### config.mk
export PLATFORM = sky130hd
export DESIGN_NAME = mmio_uart_tx
export DESIGN_NICKNAME = d
export VERILOG_FILES = /design/src/rtl/mmio_uart_tx.sv
export SDC_FILE = /design/constraint.sdc
export NUM_CORES = 1
export LEC_CHECK = 0
export BUFFER_PORTS_ARGS = -buffer_cell sky130_fd_sc_hd__buf_2
export CAP_MARGIN = 30
export CORE_MARGIN = 4
export CORE_UTILIZATION = 50
export CTS_BUF_LIST = sky130_fd_sc_hd__clkbuf_16
export DETAILED_ROUTE_END_ITERATION = 7
export PLACE_DENSITY = 0.76
export RECOVER_POWER = 50
export SLEW_MARGIN = 0
export SYNTH_ARGS = -nofsm -noshare
export SYNTH_HDL_FRONTEND = slang
export SYNTH_SLANG_ARGS = --single-unit
export TNS_END_PERCENT = 10
### constraint.sdc
create_clock -name CLK -period 8.5 [get_ports CLK]
set_clock_uncertainty 0.15 [all_clocks]
set_input_delay 0 -clock CLK [delete_from_list [all_inputs] [get_ports CLK]]
set_output_delay 0 -clock CLK [all_outputs]
set_load 0.05 [all_outputs]
### src/rtl/mmio_uart_tx.sv
// -----------------------------------------------------------------------------
// mmio_uart_tx
//   Memory-mapped 8N1 UART transmitter on the core data-memory bus.
//   Store-byte writes to TXDATA are queued in a FIFO.
//   A small FSM serialises the queued bytes LSB first on TXD.
//   The bit time is DIV+1 clock cycles.
//   Software polls STATUS with ordinary loads.
//
//   Register map (word offset = ADDR[3:2]):
//     00 TXDATA  W: WSTB[0] pushes DATAI[7:0]           R: 0
//     01 STATUS  R: [0] full [1] empty [2] busy [3] ovf [4] ie [15:8] count
//                W: WSTB[0] & DATAI[3] clears ovf; WSTB[0] writes ie
//     10 DIV     R/W: [15:0], byte lanes WSTB[1:0]
//     11 reserved, reads 0
//
//   Optional feature macro: MMIO_UART_IRQ_EN
//     Defined:   the IRQ port and the IE bit (STATUS[4]) exist.
//     Undefined: there is no IRQ port and STATUS[4] reads 0.
//
//   Ports:
//     CLK    in   clock, rising edge
//     RSTN   in   asynchronous active-low reset
//     CE     in   access strobe (already address-decoded)
//     ADDR   in   word address [31:2]; only [3:2] is decoded
//     DATAI  in   write data
//     WSTB   in   byte write strobes; 0 with CE=1 is a read
//     DATAO  out  read data (combinational), 0 when CE=0
//     TXD    out  registered serial output, idle high
//     IRQ    out  registered interrupt (MMIO_UART_IRQ_EN only)
// -----------------------------------------------------------------------------
module mmio_uart_tx #(
   parameter int unsigned FIFO_DEPTH = 16,
   parameter logic [15:0] BAUD_DIV   = 16'd867
) (
   input  logic        CLK,
   input  logic        RSTN,
   input  logic        CE,
   input  logic [31:2] ADDR,
   input  logic [31:0] DATAI,
   input  logic [3:0]  WSTB,
   output logic [31:0] DATAO,
   output logic        TXD
`ifdef MMIO_UART_IRQ_EN
   ,
   output logic        IRQ
`endif
);

   localparam int unsigned AW = $clog2(FIFO_DEPTH);
   localparam int unsigned CW = AW + 1;

   typedef enum logic [1:0] {S_IDLE, S_START, S_DATA, S_STOP} state_t;

   state_t        state_q, state_d;
   logic [AW-1:0] wr_ptr_q, wr_ptr_d;
   logic [AW-1:0] rd_ptr_q, rd_ptr_d;
   logic [CW-1:0] count_q, count_d;
   logic          ovf_q, ovf_d;
   logic [15:0]   div_q, div_d;
   logic [15:0]   div_l_q, div_l_d;
   logic [15:0]   cyc_q, cyc_d;
   logic [2:0]    bit_q, bit_d;
   logic [7:0]    shift_q, shift_d;
   logic          txd_q, txd_d;
   logic [7:0]    mem_q [FIFO_DEPTH];

`ifdef MMIO_UART_IRQ_EN
   logic          ie_q, ie_d;
   logic          irq_q, irq_d;
`endif

   logic        sel_tx, sel_st, sel_div;
   logic        full, empty, busy;
   logic        push_req, push, pop;
   logic [15:0] status;
   logic        unused_bits;

   // Address decode and FIFO handshake
   assign sel_tx   = CE && (ADDR[3:2] == 2'b00);
   assign sel_st   = CE && (ADDR[3:2] == 2'b01);
   assign sel_div  = CE && (ADDR[3:2] == 2'b10);

   assign full     = (count_q == CW'(FIFO_DEPTH));
   assign empty    = (count_q == '0);
   assign busy     = (state_q != S_IDLE);

   assign push_req = sel_tx && WSTB[0];
   // A push to a full FIFO is dropped even if a pop frees a slot this cycle.
   assign push     = push_req && !full;
   assign pop      = (state_q == S_IDLE) && !empty;

   assign unused_bits = ^{ADDR[31:4], DATAI[31:16], WSTB[3:2]};

   // Register-file and FIFO bookkeeping
   always_comb begin
      wr_ptr_d = wr_ptr_q;
      rd_ptr_d = rd_ptr_q;
      count_d  = count_q;
      ovf_d    = ovf_q;
      div_d    = div_q;
`ifdef MMIO_UART_IRQ_EN
      ie_d     = ie_q;
`endif
      if (push) wr_ptr_d = wr_ptr_q + AW'(1);
      if (pop)  rd_ptr_d = rd_ptr_q + AW'(1);

      if (push && !pop)      count_d = count_q + CW'(1);
      else if (!push && pop) count_d = count_q - CW'(1);

      if (push_req && full)                    ovf_d = 1'b1;
      else if (sel_st && WSTB[0] && DATAI[3])  ovf_d = 1'b0;

`ifdef MMIO_UART_IRQ_EN
      if (sel_st && WSTB[0]) ie_d = DATAI[4];
`endif
      if (sel_div && WSTB[0]) div_d[7:0]  = DATAI[7:0];
      if (sel_div && WSTB[1]) div_d[15:8] = DATAI[15:8];
   end

   // Transmit FSM: next state and next TXD.
   // TXD is registered from the current state, so it trails the state by one
   // cycle; every level still lasts exactly DIV_L+1 cycles.
   always_comb begin
      state_d = state_q;
      cyc_d   = cyc_q;
      bit_d   = bit_q;
      shift_d = shift_q;
      div_l_d = div_l_q;
      txd_d   = 1'b1;
      unique case (state_q)
         S_IDLE: begin
            if (!empty) begin
               shift_d = mem_q[rd_ptr_q];
               div_l_d = div_q;         // divider frozen for the whole frame
               cyc_d   = '0;
               bit_d   = '0;
               state_d = S_START;
            end
         end
         S_START: begin
            txd_d = 1'b0;
            if (cyc_q == div_l_q) begin
               cyc_d   = '0;
               state_d = S_DATA;
            end else begin
               cyc_d = cyc_q + 16'd1;
            end
         end
         S_DATA: begin
            txd_d = shift_q[0];
            if (cyc_q == div_l_q) begin
               cyc_d   = '0;
               shift_d = {1'b0, shift_q[7:1]};
               if (bit_q == 3'd7) state_d = S_STOP;
               else               bit_d   = bit_q + 3'd1;
            end else begin
               cyc_d = cyc_q + 16'd1;
            end
         end
         S_STOP: begin
            if (cyc_q == div_l_q) begin
               cyc_d   = '0;
               state_d = S_IDLE;
            end else begin
               cyc_d = cyc_q + 16'd1;
            end
         end
         default: state_d = S_IDLE;
      endcase
   end

`ifdef MMIO_UART_IRQ_EN
   assign irq_d = ie_q && ((empty && !busy) || ovf_q);
`endif

   // Control state
   always_ff @(posedge CLK or negedge RSTN) begin
      if (!RSTN) begin
         state_q  <= S_IDLE;
         wr_ptr_q <= '0;
         rd_ptr_q <= '0;
         count_q  <= '0;
         ovf_q    <= 1'b0;
         div_q    <= BAUD_DIV;
         cyc_q    <= '0;
         bit_q    <= '0;
         txd_q    <= 1'b1;
`ifdef MMIO_UART_IRQ_EN
         ie_q     <= 1'b0;
         irq_q    <= 1'b0;
`endif
      end else begin
         state_q  <= state_d;
         wr_ptr_q <= wr_ptr_d;
         rd_ptr_q <= rd_ptr_d;
         count_q  <= count_d;
         ovf_q    <= ovf_d;
         div_q    <= div_d;
         cyc_q    <= cyc_d;
         bit_q    <= bit_d;
         txd_q    <= txd_d;
`ifdef MMIO_UART_IRQ_EN
         ie_q     <= ie_d;
         irq_q    <= irq_d;
`endif
      end
   end

   // Datapath storage.
   // These registers are always written before they are read, so they need no reset.
   always_ff @(posedge CLK) begin
      if (push) mem_q[wr_ptr_q] <= DATAI[7:0];
      shift_q <= shift_d;
      div_l_q <= div_l_d;
   end

   // Read mux
   always_comb begin
      status        = '0;
      status[0]     = full;
      status[1]     = empty;
      status[2]     = busy;
      status[3]     = ovf_q;
`ifdef MMIO_UART_IRQ_EN
      status[4]     = ie_q;
`endif
      status[15:8]  = 8'(count_q);
   end

   always_comb begin
      DATAO = '0;
      if (CE) begin
         unique case (ADDR[3:2])
            2'b01:   DATAO = {16'd0, status};
            2'b10:   DATAO = {16'd0, div_q};
            default: DATAO = '0;
         endcase
      end
   end

   assign TXD = txd_q;
`ifdef MMIO_UART_IRQ_EN
   assign IRQ = irq_q;
`endif

endmodule

==> results of run 1 <==
==> worst max-delay path: cells and delay by family, from the launching register on <==
kind	cells	cell delay [ps]
flip-flops	1	450
AND/OR/NAND/NOR	4	1000
buffers and inverters	1	110
adder cells (fa/ha/maj)	2	640
AO/OA/AOI/OAI	2	360
XOR/XNOR	2	250
==> Yosys cell counts (all sizes together), types with 3 or more instances <==
| cell type | instances | share of area |
|---|---|---|
| edfxtp | 152 | 0.51 |
| dfrtp | 45 | 0.13 |
| mux4 | 33 | 0.083 |
| buf | 31 | 0.026 |
| nand2 | 31 | 0.013 |
| nor2 | 28 | 0.012 |
| xnor2 | 26 | 0.026 |
| mux2 | 25 | 0.032 |
| a21oi | 24 | 0.014 |
| ha | 20 | 0.028 |
| inv | 19 | 0.0080 |
| nand4 | 15 | 0.011 |
| clkbuf | 14 | 0.0059 |
| o21ai | 12 | 0.0067 |
| and3 | 11 | 0.0077 |
| mux2i | 10 | 0.011 |
| nand3 | 10 | 0.0056 |
| a22oi | 8 | 0.0067 |
| a31oi | 8 | 0.0056 |
| o22ai | 8 | 0.0056 |
| dfstp | 7 | 0.021 |
| and2 | 6 | 0.0042 |
| nand2b | 5 | 0.0035 |
| nor3 | 4 | 0.0022 |
| a21o | 3 | 0.0025 |
| o211ai | 3 | 0.0025 |
==> flip-flops by register name, summed over array words and instances (netlist names), 2 cells and up <==
register  cells
mem_q       128
cyc_q        16
div_l_q      16
div_q        16
shift_q       8
count_q       5
rd_ptr_q      4
wr_ptr_q      4
bit_q         3
state_q       2
==> worst max path at each step <==
stage               start           to  depth (start not counted)
2_1_floorplan  count_q[3]   count_q[4]                         11
3_3_place_gp   count_q[3]   count_q[4]                         11
3_5_place_dp   count_q[3]   count_q[4]                         11
4_1_cts        count_q[3]   count_q[4]                         11
5_1_grt              RSTN  rd_ptr_q[0]                          3
6_report       count_q[3]   count_q[4]                         11
==> final cells by class <==
class / instances / area share
clock buffers: 23 / 0.0565
clock inverters: 19 / 0.0107
inverters: 19 / 0.00700
multi-input cells: 325 / 0.271
flip-flops and latches: 204 / 0.576
well taps: 225 / 0.0276
repair buffers: 76 / 0.0512
==> routing by layer <==
layer,up-vias,share of wire,track usage
li1,2317,-,-
met1,2591,0.41,0.251
met2,191,0.51,0.303
met3,45,0.056,0.0303
met4,0,0.030,0.0545
met5,-,0,0
==> cells in the final DEF (no fill, tap or decap), types with 4 or more instances in the layout <==
master and instances:
a21oi_1 23, a22oi_1 8, a31oi_1 8, and2_1 6, and3_1 11, buf_2 23
buf_4 7, clkbuf_1 17, clkbuf_16 23, clkinv_2 6, conb_1 16, dfrtp_1 44
dfstp_1 6, dlygate4sd3_1 29, edfxtp_1 152, ha_1 20, inv_1 25, mux2_2 25
mux2i_1 10, mux4_2 33, nand2_1 31, nand2b_1 5, nand3_1 10, nand4_1 15
nor2_1 28, nor3_1 4, o21ai_0 12, o22ai_1 8, xnor2_1 26
==> stage by stage <==
step,area (sq um),setup WS (ps),hold slack [ps],cells,utilization
3_5_place_dp,9240,5460,13.6,820,0.531
3_3_place_gp,9210,5520,1.47,816,0.529
6_report,10200,5410,73.1,891,0.585
2_1_floorplan,8980,5800,-446,593,-
5_1_grt,10200,4810,115,891,0.585
4_1_cts,10200,5410,19.5,891,0.587
==> cell families (layout without fill, tap and decap cells) <==
kind of cell,Yosys count,count (layout),synth area share
AOI/OAI and AO/OA,76,76,0.0534
xor gates and xnor gates,27,27,0.0265
adders and majority gates,21,21,0.0303
buffers and inverters,64,137,0.0394
DFF,204,204,0.658
muxes,68,68,0.126
other,1,16,0.000420
and+or+nand+nor,117,117,0.0661
==> report_power, final <==
part           switching [mW]  leakage, nW  internal, mW
sequential              0.136         2.03          1.25
clock                   0.384        0.363         0.498
combinational           0.479         1.29         0.407
==> impl_summary.log, run 1 <==
INFO  metric outcome = finished, violations left
INFO  metric violations = capacitance limit, slew limit
INFO  metric critical-path-max-stage-delay = 470 ps
INFO  metric synth_area = 8930 sq um
INFO  metric setup_total_negative_slack = 0 ps
INFO  metric drtAntennaViolNets = 0
INFO  metric initial_utilization = 0.513
INFO  metric syn_avg_cell_area = 15.4 sq um
INFO  metric num_antenna_cells = 0
INFO  metric htree_levels = 1
INFO  metric post-layout-total-power = 3.15 mW
INFO  metric tightestPinTransition = 2820 ps
INFO  metric design.core.area = 17400 sq um
INFO  metric clock_sinks = 204
INFO  metric via_to_cell_ratio = 5.77
INFO  metric ys_ff_latch = 204
INFO  metric crit_type = flop to flop
INFO  metric place_congestion = 0.839
INFO  metric cts_made_buffers = 23
INFO  metric cp.arrival = 3340 ps
INFO  metric final-max-slew-violation-count = 53
INFO  metric drt_iter0_markers = 453
INFO  metric grt_pass1_wl = 28900 microns
INFO  metric global_route.overflow_total = 0
INFO  metric ios = 102
INFO  metric total_wirelength_of_the_detailed_routed_design = 18100 microns
INFO  metric critPathCaptureType = flop
INFO  metric drv.max_cap_violation_count = 1
INFO  metric setup_viol_count_final = 0
INFO  metric p_leak = 3.68 nW
INFO  metric worst_ep_required_time = 8750 ps
INFO  metric floorplan.rows = 48
INFO  metric synth.lib_cells_used.distinct = 48
INFO  metric rr_worst_depth = 11
INFO  metric clk_pin_slew = 60 ps
INFO  metric rsz_0062_raised_after_global_routing = no
INFO  metric grt_max_degree = 53
INFO  metric fmax = 323 MHz
INFO  metric number_of_global_route_vias_before_repair = 5301
INFO  metric worstHoldPathType = primary input to flop
INFO  metric maxSlewHeadroom = -0.882
INFO  metric holdBufCountCts = 29
INFO  metric post_cts.resized_instances = 0
INFO  metric ctsRootBufferMaster = clkbuf_16
INFO  metric final.min_clock_period = 3090 ps
INFO  metric worstPathCellList = nor4_4 -> and2_1 -> nand2b_1 -> ha_1 -> inv_1 -> fa_1 -> a21o_1 -> a21oi_1 -> xnor2_1 -> nor2_1 -> xnor2_1
INFO  metric sequential_cell_area = 5880 sq um
INFO  metric area_taken_by_multi_input_logic_gates = 2760 sq um
INFO  metric grtUsageTotal = 0.183
INFO  metric path_max_fanout = 6
INFO  metric drive_gt1_frac = 0.189
INFO  metric cts_max_path_buffers = 3
INFO  metric io_buffers = 39
INFO  metric final_net_count = 739
INFO  metric powerDensity = 309 nW/um^2
INFO  metric endpoint_with_the_worst_hold_slack = wr_ptr_q[0]
INFO  metric synth-warning-count = 0
INFO  metric critical_path_launch_point_type = flop
INFO  metric setup.reg_to_reg.worst_slack = 5410 ps
INFO  metric areaGrowthSynthToFinish = 14.2%
INFO  metric per_cell_routed_wire_length = 20.3 microns
INFO  metric post-route-drc-count = 0
INFO  metric dr.pass1.iters = 5
INFO  metric hold_viol_final = 0
INFO  metric hold_path_startpoint = ADDR[3]
INFO  metric fp.dieW = 142 microns
INFO  metric dominantRegCellSynth = edfxtp_1
INFO  metric die_height = 142 microns
INFO  metric routed-via-count = 5144
INFO  metric worst_r2r_startpoint = count_q[3]
INFO  metric power.ir.vdd_worst = 0.206 mV
INFO  metric hold_depth = 6
INFO  metric worstSkewPairLatency = 510 ps
INFO  metric place_hpwl = 11400 microns
INFO  metric timing.critical_path.slowest_stage_cell = nor4_4
INFO  metric layout.filler_cells = 1299
INFO  metric synth-async-reset-ratio = 0.255
INFO  metric postSynthCellCount = 578
INFO  metric period_share = 0.364
INFO  metric worst_path_most_repeated_cell = xnor2_1
INFO  metric regToRegEndpoint = count_q[4]
INFO  metric yosysSeqAreaShare = 0.658
INFO  metric tritoncts_clock_tree = built
INFO  metric antenna_found_initial = 0
INFO  metric synth_enable_flop_cells = 152
INFO  metric design.die.area = 20100 sq um
INFO  metric cts_setup_buffers = 0
Power figures use the tool's default switching activity.
==> inputs of run 2 (changes only) <==
clock period = 2.9 ns   (was 8.5 ns; I/O delays follow)
==> impl_summary.log, run 2 (synthesized netlist as in run 1, its figures left out) <==
INFO  metric htree_levels = 1 (unchanged)
INFO  metric areaGrowthSynthToFinish = 16.4%
INFO  metric hold_path_startpoint = ADDR[3]
INFO  metric drv.max_cap_violation_count = 0 (-1)
INFO  metric cp.arrival = 2980 ps (-360 ps)
INFO  metric worst_r2r_startpoint = count_q[3]
INFO  metric cts_setup_buffers = 0 (unchanged)
INFO  metric worst_setup_path_startpoint = count_q[3]
INFO  metric p_leak = 3.82 nW (+3.8%)
INFO  metric via_to_cell_ratio = 5.76 (-0.19%)
INFO  metric final.min_clock_period = 2730 ps (-362 ps)
INFO  metric clock_sinks = 204 (unchanged)
INFO  metric number_of_global_route_vias_before_repair = 5300 (-0.019%)
INFO  metric die_height = 142 microns (unchanged)
INFO  metric post_cts.resized_instances = 0 (unchanged)
INFO  metric place_congestion = 0.843 (+0.48%)
INFO  metric dr.pass1.iters = 5 (unchanged)
INFO  metric per_cell_routed_wire_length = 21.0 microns (+3.9%)
INFO  metric area_taken_by_multi_input_logic_gates = 2760 sq um (unchanged)
INFO  metric fp.dieW = 142 microns (unchanged)
INFO  metric post-layout-total-power = 9.45 mW (+200%)
INFO  metric clk_pin_slew = 60 ps (about the same)
INFO  metric num_antenna_cells = 0 (unchanged)
INFO  metric drt_iter0_markers = 432 (-4.6%)
INFO  metric grt_pass1_wl = 30200 microns (+4.5%)
INFO  metric cts_made_buffers = 22 (-4.3%)
INFO  metric rsz_0062_raised_after_global_routing = no
INFO  metric grtUsageTotal = 0.194 (+0.0116)
INFO  metric drive_gt1_frac = 0.211 (+0.0216)
INFO  metric floorplan.rows = 48 (unchanged)
INFO  metric setup_viol_count_final = 0 (unchanged)
INFO  metric design.die.area = 20100 sq um (unchanged)
INFO  metric setup_total_negative_slack = 0 ps (unchanged)
INFO  metric final_net_count = 763 (+3.2%)
INFO  metric ctsRootBufferMaster = clkbuf_16
INFO  metric initial_utilization = 0.513 (unchanged)
INFO  metric worstSkewPairLatency = 520 ps (about the same)
INFO  metric tritoncts_clock_tree = built
INFO  metric outcome = finished clean
INFO  metric global_route.overflow_total = 0 (unchanged)
INFO  metric worstHoldPathType = primary input to flop
INFO  metric io_buffers = 39 (unchanged)
INFO  metric max_reg_flops = 128 (unchanged)
INFO  metric powerDensity = 909 nW/um^2 (+190%)
INFO  metric crit_type = flop to flop
INFO  metric layout.filler_cells = 1256 (-3.3%)
INFO  metric worst_ep_required_time = 3150 ps (-5600 ps)
INFO  metric antenna_found_initial = 0 (unchanged)
INFO  metric cts_max_path_buffers = 3 (unchanged)
INFO  metric critical_path_launch_point_type = flop
INFO  metric design.core.area = 17400 sq um (unchanged)
INFO  metric place_hpwl = 12300 microns (+7.9%)
INFO  metric final-max-slew-violation-count = 0 (-100%)
INFO  metric period_share = 0.942 (+0.578)
INFO  metric sequential_cell_area = 5880 sq um (unchanged)
INFO  metric power.ir.vdd_worst = 0.667 mV (+220%)
INFO  metric max_flop_register = mem_q
INFO  metric critPathCaptureType = flop
INFO  metric total_wirelength_of_the_detailed_routed_design = 19200 microns (+6.5%)
INFO  metric path_max_fanout = 4 (-2)
INFO  metric ios = 102 (unchanged)
INFO  metric fmax = 366 MHz (+13%)
INFO  metric grt_max_degree = 29 (-45%)
INFO  metric hold_viol_final = 0 (unchanged)
INFO  metric post-route-drc-count = 0 (unchanged)
INFO  metric drtAntennaViolNets = 0 (unchanged)
INFO  metric most_common_library_cell_in_the_layout_ignoring_fill_and_taps = edfxtp_1
INFO  metric tightestPinTransition = 1490 ps (-1340 ps)
INFO  metric layout_common_cells = 152 x edfxtp_1, 44 x dfrtp_1, 33 x mux4_2, 31 x nand2_1
INFO  metric maxSlewHeadroom = 0.00809 (+0.890)
INFO  metric routed-via-count = 5261 (+2.3%)
-- run 2: worst max-delay path, cell delays in order, from the launching register on --
cell      delay, ps
dfrtp_1         440
nor4_4          300
and2_1          170
nand2b_1        130
ha_1            200
inv_1           110
fa_1            430
a21o_1          180
a21oi_1         170
xnor2_1         130
nor2_1           60
xnor2_1         130
-- run 2: worst paths after layout --
kind                                to  slack, ps  cells after the start
max                         count_q[4]        170                     11
min                        wr_ptr_q[0]        150                      7
max reg2reg                 count_q[4]        170                     11
min reg2reg                div_l_q[15]        340                      0
max in group asynchronous  rd_ptr_q[0]        630                      4
min in group asynchronous          TXD        450                      3
-- run 2: layer usage --
layer,global-route usage,wire (microns)
met1,0.253,7600
met2,0.331,9960
met3,0.0320,1010
met4,0.0722,639
met5,0,0
-- run 2: area by class of cell --
type                            instances  share of cell area
Timing Repair Buffer                  101              0.0681
Clock buffer                           22              0.0530
Multi-Input combinational cell        325               0.265
Sequential cell                       204               0.565
Tap cell                              225              0.0271
Clock inverter                         17              0.0142
Inverter                               19             0.00686
-- run 2: timing repair --
| action | CTS | global route |
|---|---|---|
| setup endpoints to repair | 0 | 0 |
| hold buffers | 31 | 0 |
| hold endpoints to repair | 194 | 0 |
-- run 2: power breakdown --
| part | internal [mW] | total (mW) | switching (mW) |
|---|---|---|---|
| sequential | 3.65 | 4.06 | 0.405 |
| combinational | 1.27 | 2.72 | 1.45 |
| clock | 1.56 | 2.66 | 1.10 |
| total | 6.49 | 9.45 | 2.96 |
-- run 2: per-stage QoR --
stage / hold WS [ps] / instance area [sq um] / std cells / util / setup slack, ps
global placement: -105 / 9420 / 843 / 0.541 / 251
finish: 146 / 10400 / 913 / 0.597 / 167
floorplan: -446 / 8980 / 593 / - / 195
CTS: 132 / 10400 / 913 / 0.599 / 166
global route: 179 / 10400 / 913 / 0.597 / 62.8
detailed placement: -91.5 / 9420 / 843 / 0.541 / 177
